## src/rtl/fp_add_arbiter.sv

```systemverilog
// Round-robin sharing of one pipelined FP-add core between two channels, with flush/idle tracking.
// Latency accept->rsp LAT+2 cycles, 1 op/cycle; requests stall via ready, responses cannot be stalled.
`timescale 1ns/1ps
module fp_add_arbiter #(
  parameter int DW  = 32,
  parameter int LAT = 7
) (
  input  logic          clk,
  input  logic          reset_n,
  input  logic          req0_valid,
  input  logic [DW-1:0] req0_a,
  input  logic [DW-1:0] req0_b,
  output logic          req0_ready,
  output logic          rsp0_valid,
  output logic [DW-1:0] rsp0_result,
  input  logic          req1_valid,
  input  logic [DW-1:0] req1_a,
  input  logic [DW-1:0] req1_b,
  output logic          req1_ready,
  output logic          rsp1_valid,
  output logic [DW-1:0] rsp1_result,
  input  logic          flush,
  output logic          flush_done,
  output logic          idle,
  output logic          add_en,
  output logic [DW-1:0] add_a,
  output logic [DW-1:0] add_b,
  input  logic [DW-1:0] add_result
);

  localparam int CW = $clog2(LAT + 3);
  localparam logic [CW-1:0] CNT_ONE = CW'(1);

  typedef enum logic [1:0] {S_IDLE, S_BUSY, S_DRAIN} state_t;

  state_t        state, state_nxt;
  logic [CW-1:0] count, count_nxt;
  logic          last_gnt;
  logic          can_acc, gnt0, gnt1, acc, rsp_fire;
  logic [LAT:0]  tag_vld;
  logic [LAT:0]  tag_ch;

  assign can_acc = (state != S_DRAIN) && !flush;

  // last_gnt=1 means ch1 won last, so ch0 wins the next tie
  always_comb begin
    gnt0 = 1'b0;
    gnt1 = 1'b0;
    if (can_acc) begin
      if (req0_valid && req1_valid) begin
        gnt0 = last_gnt;
        gnt1 = !last_gnt;
      end else begin
        gnt0 = req0_valid;
        gnt1 = req1_valid;
      end
    end
  end

  assign req0_ready = gnt0;
  assign req1_ready = gnt1;
  assign acc        = gnt0 || gnt1;
  assign rsp_fire   = rsp0_valid || rsp1_valid;

  always_comb begin
    count_nxt = count;
    case ({acc, rsp_fire})
      2'b10:   count_nxt = count + CNT_ONE;
      2'b01:   count_nxt = count - CNT_ONE;
      default: count_nxt = count;
    endcase
  end

  always_comb begin
    state_nxt = state;
    case (state)
      S_IDLE: begin
        if (flush)    state_nxt = S_DRAIN;
        else if (acc) state_nxt = S_BUSY;
      end
      S_BUSY: begin
        if (flush)                 state_nxt = S_DRAIN;
        else if (count_nxt == '0)  state_nxt = S_IDLE;
      end
      S_DRAIN: begin
        if (count == '0) state_nxt = S_IDLE;
      end
      default: state_nxt = S_IDLE;
    endcase
  end

  assign flush_done = (state == S_DRAIN) && (count == '0);
  assign idle       = (state == S_IDLE) && (count == '0);

  always_ff @(posedge clk or negedge reset_n) begin
    if (!reset_n) begin
      state    <= S_IDLE;
      count    <= '0;
      last_gnt <= 1'b1;
      tag_vld  <= '0;
      tag_ch   <= '0;
    end else begin
      state   <= state_nxt;
      count   <= count_nxt;
      tag_vld <= {tag_vld[LAT-1:0], acc};
      tag_ch  <= {tag_ch[LAT-1:0], gnt1};
      if (acc) last_gnt <= gnt1;
    end
  end

  always_ff @(posedge clk or negedge reset_n) begin
    if (!reset_n) begin
      add_en <= 1'b0;
      add_a  <= '0;
      add_b  <= '0;
    end else begin
      add_en <= acc;
      if (acc) begin
        add_a <= gnt1 ? req1_a : req0_a;
        add_b <= gnt1 ? req1_b : req0_b;
      end
    end
  end

  // The last tag stage lines up with the IP output for the op it describes
  always_ff @(posedge clk or negedge reset_n) begin
    if (!reset_n) begin
      rsp0_valid  <= 1'b0;
      rsp1_valid  <= 1'b0;
      rsp0_result <= '0;
      rsp1_result <= '0;
    end else begin
      rsp0_valid <= tag_vld[LAT] && !tag_ch[LAT];
      rsp1_valid <= tag_vld[LAT] && tag_ch[LAT];
      if (tag_vld[LAT] && !tag_ch[LAT]) rsp0_result <= add_result;
      if (tag_vld[LAT] && tag_ch[LAT])  rsp1_result <= add_result;
    end
  end

endmodule
```

## config.mk

```make
export PLATFORM = sky130hd
export DESIGN_NAME = fp_add_arbiter
export DESIGN_NICKNAME = d
export VERILOG_FILES = /design/src/rtl/fp_add_arbiter.sv
export SDC_FILE = /design/constraint.sdc
export NUM_CORES = 1
export LEC_CHECK = 0
export CORE_MARGIN = 5
export CORE_UTILIZATION = 54
export DETAILED_ROUTE_END_ITERATION = 10
export DONT_BUFFER_PORTS = 1
export HOLD_SLACK_MARGIN = 0.02
export PLACE_DENSITY = 0.79
export REMOVE_ABC_BUFFERS = 1
export SLEW_MARGIN = 20
export SYNTH_ARGS = -nofsm -noshare
export SYNTH_HDL_FRONTEND = slang
export SYNTH_SLANG_ARGS = --single-unit
```

## constraint.sdc

```tcl
create_clock -name clk -period 3.4 [get_ports clk]
set_input_delay 0.51 -clock clk [delete_from_list [all_inputs] [get_ports clk]]
set_output_delay 0.51 -clock clk [all_outputs]
set_load 0.02 [all_outputs]
```

==> results of run 1 <==
==> worst max-delay path: stages (launching register included) <==
cell	delay (ns)
dfrtp_1	0.41
nand2b_1	0.15
nand3_1	0.13
a21oi_4	0.14
buf_4	0.37
buf_4	0.69
==> stage by stage <==
stage                     area, um2  hold slack (ns)  setup slack [ns]  instances
after global placement         6330            0.218             0.696        611
after floorplan                6090            0.214             -2.13        463
after CTS                      6960           -0.225             0.523        643
final                          6960           -0.203             0.517        643
after detailed placement       6330            0.218             0.640        611
after global routing           6960           -0.231             0.333        643
==> where the power goes <==
part	total [mW]	internal [mW]	switching (mW)
clock network	1.97	1.27	0.700
logic	1.48	0.798	0.685
registers	4.37	2.69	1.68
==> layer usage <==
metal	wire [um]	GRT usage	part of all wire
met3	1880	0.112	0.13
met1	5080	0.224	0.35
met2	7480	0.347	0.51
met5	0	0	0
met4	262	0.0846	0.018
==> flip-flops by register name (all words and copies together), names as in the netlist <==
name / count
add_b: 32
add_a: 32
tag_vld: 8
tag_ch: 8
rsp0_valid: 1
rsp0_result: 32
state: 2
count: 4
rsp1_result: 32
rsp1_valid: 1
last_gnt: 1
==> how the worst min path moves through the flow <==
stage / start / slack, ns / endpoint
2_1_floorplan: reset_n / 0.21 / add_a[0]
6_report: reset_n / -0.20 / rsp0_result[12]
5_1_grt: reset_n / -0.23 / rsp0_result[5]
3_3_place_gp: reset_n / 0.22 / rsp1_result[12]
4_1_cts: reset_n / -0.23 / tag_vld[6]
3_5_place_dp: reset_n / 0.22 / rsp1_result[12]
==> area by class of cell <==
cell class                      count  area share
Inverter                            4     0.00216
Multi-Input combinational cell    306       0.326
Sequential cell                   153       0.550
Timing Repair Buffer                5     0.00539
Clock buffer                       21      0.0662
Clock inverter                     11      0.0244
Tap cell                          143      0.0257
==> cells in the final DEF (no fill, tap or decap), types with 4 or more instances in the layout <==
cell type / netlist / final
buf_4: 1 / 5
bufinv_16: 0 / 4
clkbuf_16: 0 / 17
clkinvlp_4: 0 / 6
dfrtp_1: 152 / 152
mux2_2: 65 / 65
mux2i_1: 65 / 65
nand2_1: 67 / 67
nand2b_1: 4 / 4
nor2_1: 9 / 9
o21ai_0: 16 / 16
o21ai_1: 51 / 51
==> cells by family (layout without fill, tap and decap cells) <==
group | after synthesis | count (layout) | share of synthesized area
simple gates | 93 | 93 | 0.0616
fa+ha+maj | 3 | 3 | 0.00595
flops | 153 | 153 | 0.607
buf+inv | 33 | 41 | 0.0377
compound gates | 76 | 76 | 0.0636
xor+xnor | 4 | 4 | 0.00555
mux | 130 | 130 | 0.219
==> summary.md, run 1 <==
| Metric | Value |
|---|---|
| CTS Buf Count | 17 |
| CTS sink cnt | 153 |
| DR pass1 iterations | 4 |
| Initial Util | 0.553 |
| Starting DRC count in detailed routing | 259 |
| Total power | 7.82 mW |
| GR Overflow Total | 0 |
| Final setup viols | 0 |
| Initial antenna violation count | 0 |
| Core Region | 11,400 um2 |
| CTS tree | yes |
| Element type at the critical path start | flip-flop |
| Worst Setup Path Type | reg2out |
| Cts repair resizes | 0 |
| Setup Skew | 0.00563 ns |
| Max Freq | 0.347 GHz |
| Post-synthesis sequential area ratio | 0.607 |
| WL/cell | 22.9 um |
| Layout area overhead | 10.2% |
| Ant. Diodes | 0 |
| Maximum vdd drop | 0.688 mV |
| Setup Fix Bufs, Post-CTS | 0 |
| # DRC | 0 |
| Max Slew Vio Count | 0 |
| Hold_ws | -0.203 ns |
| Reg2Reg Setup Slack | 0.57 ns |
| Yosys warns | 0 |
| Netlist cell types | 32 |
| First-pass GRT wire length | 22.9 mm |
| Max_slew headroom | 0.286 |
| Critical R2R Launch | last_gnt |
| Storage cell area | 3830 um2 |
| Nets | 655 |
| Synth top area cells | dfrtp_1 (60%), mux2_2 (12%), mux2i_1 (10%) |
| Crit. End Element | primary output |
| Fin crit share | 0.848 |
| Row cnt | 39 |
| Fin util | 0.610 |
| Number of synthesized flops with an enable pin | 0 |
| Post-synth top area cell | dfrtp_1 |
| Top cell type's share of synthesized area | 0.602 |
| Static Leakage | 3.30 nW |
| Routed WL | 14.7 mm |
| Die span in y | 118 um |
| Origin of the worst setup path | state[0] |
| Maximum clock insertion buffer count | 2 |
| Most common flop cell mapped by yosys | dfrtp_1 |
| Setup_tns | 0 ns |
| Final hold viol count | 152 |
| CP Max Fanout | 86 |
| RSZ-0062 raised after global routing | no |
| # port buffers | 0 |
| Post-route ant nets | 0 |
| Drt via density | 5.84 |
| Share of cells above drive strength 1 | 0.218 |
| Die ar. | 14,000 um2 |
| WP data required | 2.89 ns |
| Crit path to | req1_ready |
| Die width | 118 um |
| Tmin final | 2.88 ns |
| Reg-to-Reg End | state[0] |
| Status | finished with violations |
| Hold/Removal Path Class | in2async |
| GR Util All Layers | 0.209 |
| Commonest cells post-synth | dfrtp_1 (152), nand2_1 (67), mux2_2 (65), mux2i_1 (65), o21ai_1 (51) |
| Count leader, synth | dfrtp_1 |
| CTS clk-pin slew, worst paths | 0.06 ns |
| Reg2Reg Depth | 12 |
| Cells after Synth | 492 |
| Violated checks | negative hold slack |
| Async set-or-reset flop fraction in the synthesized netlist | 1.00 |
| Slew @ Worst Pin | 1.07 ns |
| Pwr dens | 1120 nW/um2 |
| H-tree depth | 4 |
| Post-DP HPWL | 10.9 mm |
| Synthesized cell area | 6310 um2 |
| WP data arrival | 2.37 ns |
| Max_cap viols | 0 |
| Multi-input logic area | 2270 um2 |
| Layout fillers | 881 |
| Synthesis-stage register bit count | 153 |
| Vias in the first global route | 3,948 |
| Top Ports | 300 |
| Via count | 3,757 |
| Mapped Avg Cell Area | 12.8 um2 |
| Clk root buf | clkbuf_16 |
| Largest net degree at the start of global routing | 154 |
| RD Place Congestion | 0.828 |
| Worst-Skew Late Latency | 0.41 ns |
(Power assumes the default switching activity.)
==> inputs of run 2 (changes only) <==
--- a/config.mk
+++ b/config.mk
@@ -10,7 +10,7 @@
 export DETAILED_ROUTE_END_ITERATION = 10
 export DONT_BUFFER_PORTS = 1
 export HOLD_SLACK_MARGIN = 0.02
-export PLACE_DENSITY = 0.79
+export PLACE_DENSITY = 0.82
 export REMOVE_ABC_BUFFERS = 1
 export SLEW_MARGIN = 20
 export SYNTH_ARGS = -nofsm -noshare
==> constraint.sdc (replaced) <==
create_clock -name clk -period 2.65 [get_ports clk]
set_input_delay 0.3975 -clock clk [delete_from_list [all_inputs] [get_ports clk]]
set_output_delay 0.3975 -clock clk [all_outputs]
set_load 0.02 [all_outputs]
==> run 2 against run 1 <==
  * The flow still finishes with violations (negative hold slack)
  * Core utilization increased by 0.19 points
  * Final cell count rose by 0.78%
  * Global-route usage decreased by 0.16 points
  * Non-clock buffer count increased by 7
  * Design area rose by 0.31%
==> summary.md, run 2 (same netlist as run 1, synthesis figures left out) <==
| Metric | Value |
|---|---|
| CTS Buf Count | 17 (unchanged) |
| Largest stage delay, worst path | 0.48 ns (-0.21 ns) |
| Pwr dens | 1420 nW/um2 (+27%) |
| CTS tree | yes |
| Violated checks | negative hold slack |
| RSZ-0062 raised after global routing | no |
| Initial Util | 0.553 (unchanged) |
| Ant. Diodes | 0 (unchanged) |
| Post-route ant nets | 0 (unchanged) |
| Slew @ Worst Pin | 1.05 ns (-0.0173 ns) |
| Hold/Removal Path Class | in2async |
| Setup slack at placement | 0.0710 ns (-0.570 ns) |
| Layout area overhead | 10.6% |
| Crit-path cells | nand2b_4, nand3_1, a21oi_4, nor2_1, ha_1, xor2_1, ha_1, a21oi_2, mux2i_1, xnor2_1, o311ai_1, o21ai_1 |
| CP Max Fanout | 6 (-93%) |
| Vias in the first global route | 4,012 (+1.6%) |
| Final hold viol count | 153 (+0.66%) |
| Element type at the critical path start | flip-flop |
| Die width | 118 um (unchanged) |
| Static Leakage | 3.33 nW (+0.93%) |
| WL/cell | 22.9 um (about the same) |
| Via count | 3,768 (+0.29%) |
| Tmin final | 2.52 ns |
| Critical path's slowest cell | dfrtp_2 |
| First-pass GRT wire length | 22.9 mm (+0.12%) |
| Max Freq | 0.398 GHz |
| Row cnt | 39 (unchanged) |
| Starting DRC count in detailed routing | 251 (-3.1%) |
| Drt via density | 5.81 (-0.48%) |
| Commonest non-fill, non-tap cells in the layout | dfrtp_1 (150), nand2_1 (67), mux2_2 (65), mux2i_1 (65), o21ai_1 (51) |
| Nets | 662 (+1.1%) |
| Initial antenna violation count | 0 (unchanged) |
| Final setup viols | 0 (unchanged) |
| Clk root buf | clkbuf_16 |
| Max Slew Vio Count | 0 (unchanged) |
| Placed inst area | 6340 um2 (+0.24%) |
| Final worst slack | 0.135 ns (-0.382 ns) |
| Top cell by count, worst path | ha_1 |
| Leading cell type in the layout, fill and taps excluded | dfrtp_1 |
| Setup Skew | 0.0137 ns (+0.00806 ns) |
| CTS clk-pin slew, worst paths | 0.06 ns (about the same) |
| Max_slew headroom | 0.297 (+0.0115) |
| CTS sink cnt | 153 (unchanged) |
| # DRC | 0 (unchanged) |
| Post-DP HPWL | 10.9 mm (+0.24%) |
| Die span in y | 118 um (unchanged) |
| Max_cap viols | 0 (unchanged) |
| Maximum clock insertion buffer count | 2 (unchanged) |
| WP data required | 2.92 ns (+0.03 ns) |
| GR Overflow Total | 0 (unchanged) |
| Top Ports | 300 (unchanged) |
| DR pass1 iterations | 5 (+1) |
| Die ar. | 14,000 um2 (unchanged) |
| CP Buf/Inv Count | 0 (-2) |
| H-tree depth | 4 (unchanged) |
| Design area | 6980 um2 (+0.31%) |
| Share of cells above drive strength 1 | 0.238 (+0.0196) |
| Delay-heaviest family, CP | compound AO/OA/AOI/OAI gates |
| # port buffers | 0 (unchanged) |
| WP data arrival | 2.78 ns (+0.41 ns) |
| GR Util All Layers | 0.208 (-0.00157) |
| RD Place Congestion | 0.833 (+0.62%) |
| Maximum vdd drop | 0.723 mV (+5.1%) |
| Worst Setup Path Type | reg2reg |
| Crit. End Element | flip-flop |
| Worst-Skew Late Latency | 0.41 ns (about the same) |
| Total power | 9.93 mW (+27%) |
| Status | finished with violations |
| Routed WL | 14.8 mm (+0.86%) |
| Core Region | 11,400 um2 (unchanged) |
| Fin crit share | 0.949 |
| Hold_ws | -0.305 ns (-0.102 ns) |
| Largest net degree at the start of global routing | 154 (unchanged) |
-- run 2: report_power, final --
group	total (mW)	switching, mW	internal [mW]
Sequential	5.61	2.16	3.45
Combinational	2.03	0.918	1.11
Clock	2.29	0.918	1.37
Total	9.93	4.00	5.94
-- run 2: through the flow --
| stage | setup TNS [ns] | cells | hold WS (ns) | utilization |
|---|---|---|---|---|
| final | 0 | 648 | -0.305 | 0.611 |
| after global routing | 0 | 648 | -0.343 | 0.611 |
| after detailed placement | 0 | 613 | 0.106 | 0.556 |
| after CTS | 0 | 643 | -0.330 | 0.605 |
| after global placement | 0 | 613 | 0.105 | 0.556 |
| after floorplan | -86.48 | 463 | 0.102 | - |
-- run 2: final timing paths --
kind / startpoint / endpoint / slack, ns / depth (start not counted)
worst max-delay path: state[1] / state[0] / 0.13 / 12
worst min-delay path: reset_n / rsp1_result[14] / -0.31 / 0
worst max register to register: state[1] / state[0] / 0.13 / 12
worst min register to register: tag_ch[5] / tag_ch[6] / 0.35 / 0
max in group asynchronous: reset_n / last_gnt / 2.69 / 0
min in group clk: req0_valid / last_gnt / 0.08 / 1
-- run 2: routing by layer --
metal	global-route usage	wire, um	vias to the layer above
li1	-	-	1702
met1	0.223	5210	1862
met2	0.357	7770	192
met3	0.108	1680	12
met5	0	0	-
met4	0.0616	164	0
-- run 2: cell type report --
type | count | area (um2)
fillers | 909 | 4440
clock buffers | 18 | 429
multi-input cells | 306 | 2290
well taps | 143 | 179
clock inverters | 12 | 130
repair buffers | 12 | 101
flip-flops and latches | 153 | 3830
inverters | 4 | 15.0
-- run 2: what timing repair did --
item	CTS	global route
endpoints found under the hold margin	153	153
pin swaps	0	3
setup buffers	0	5
resized for setup	2	9
endpoints found under the setup margin	2	2
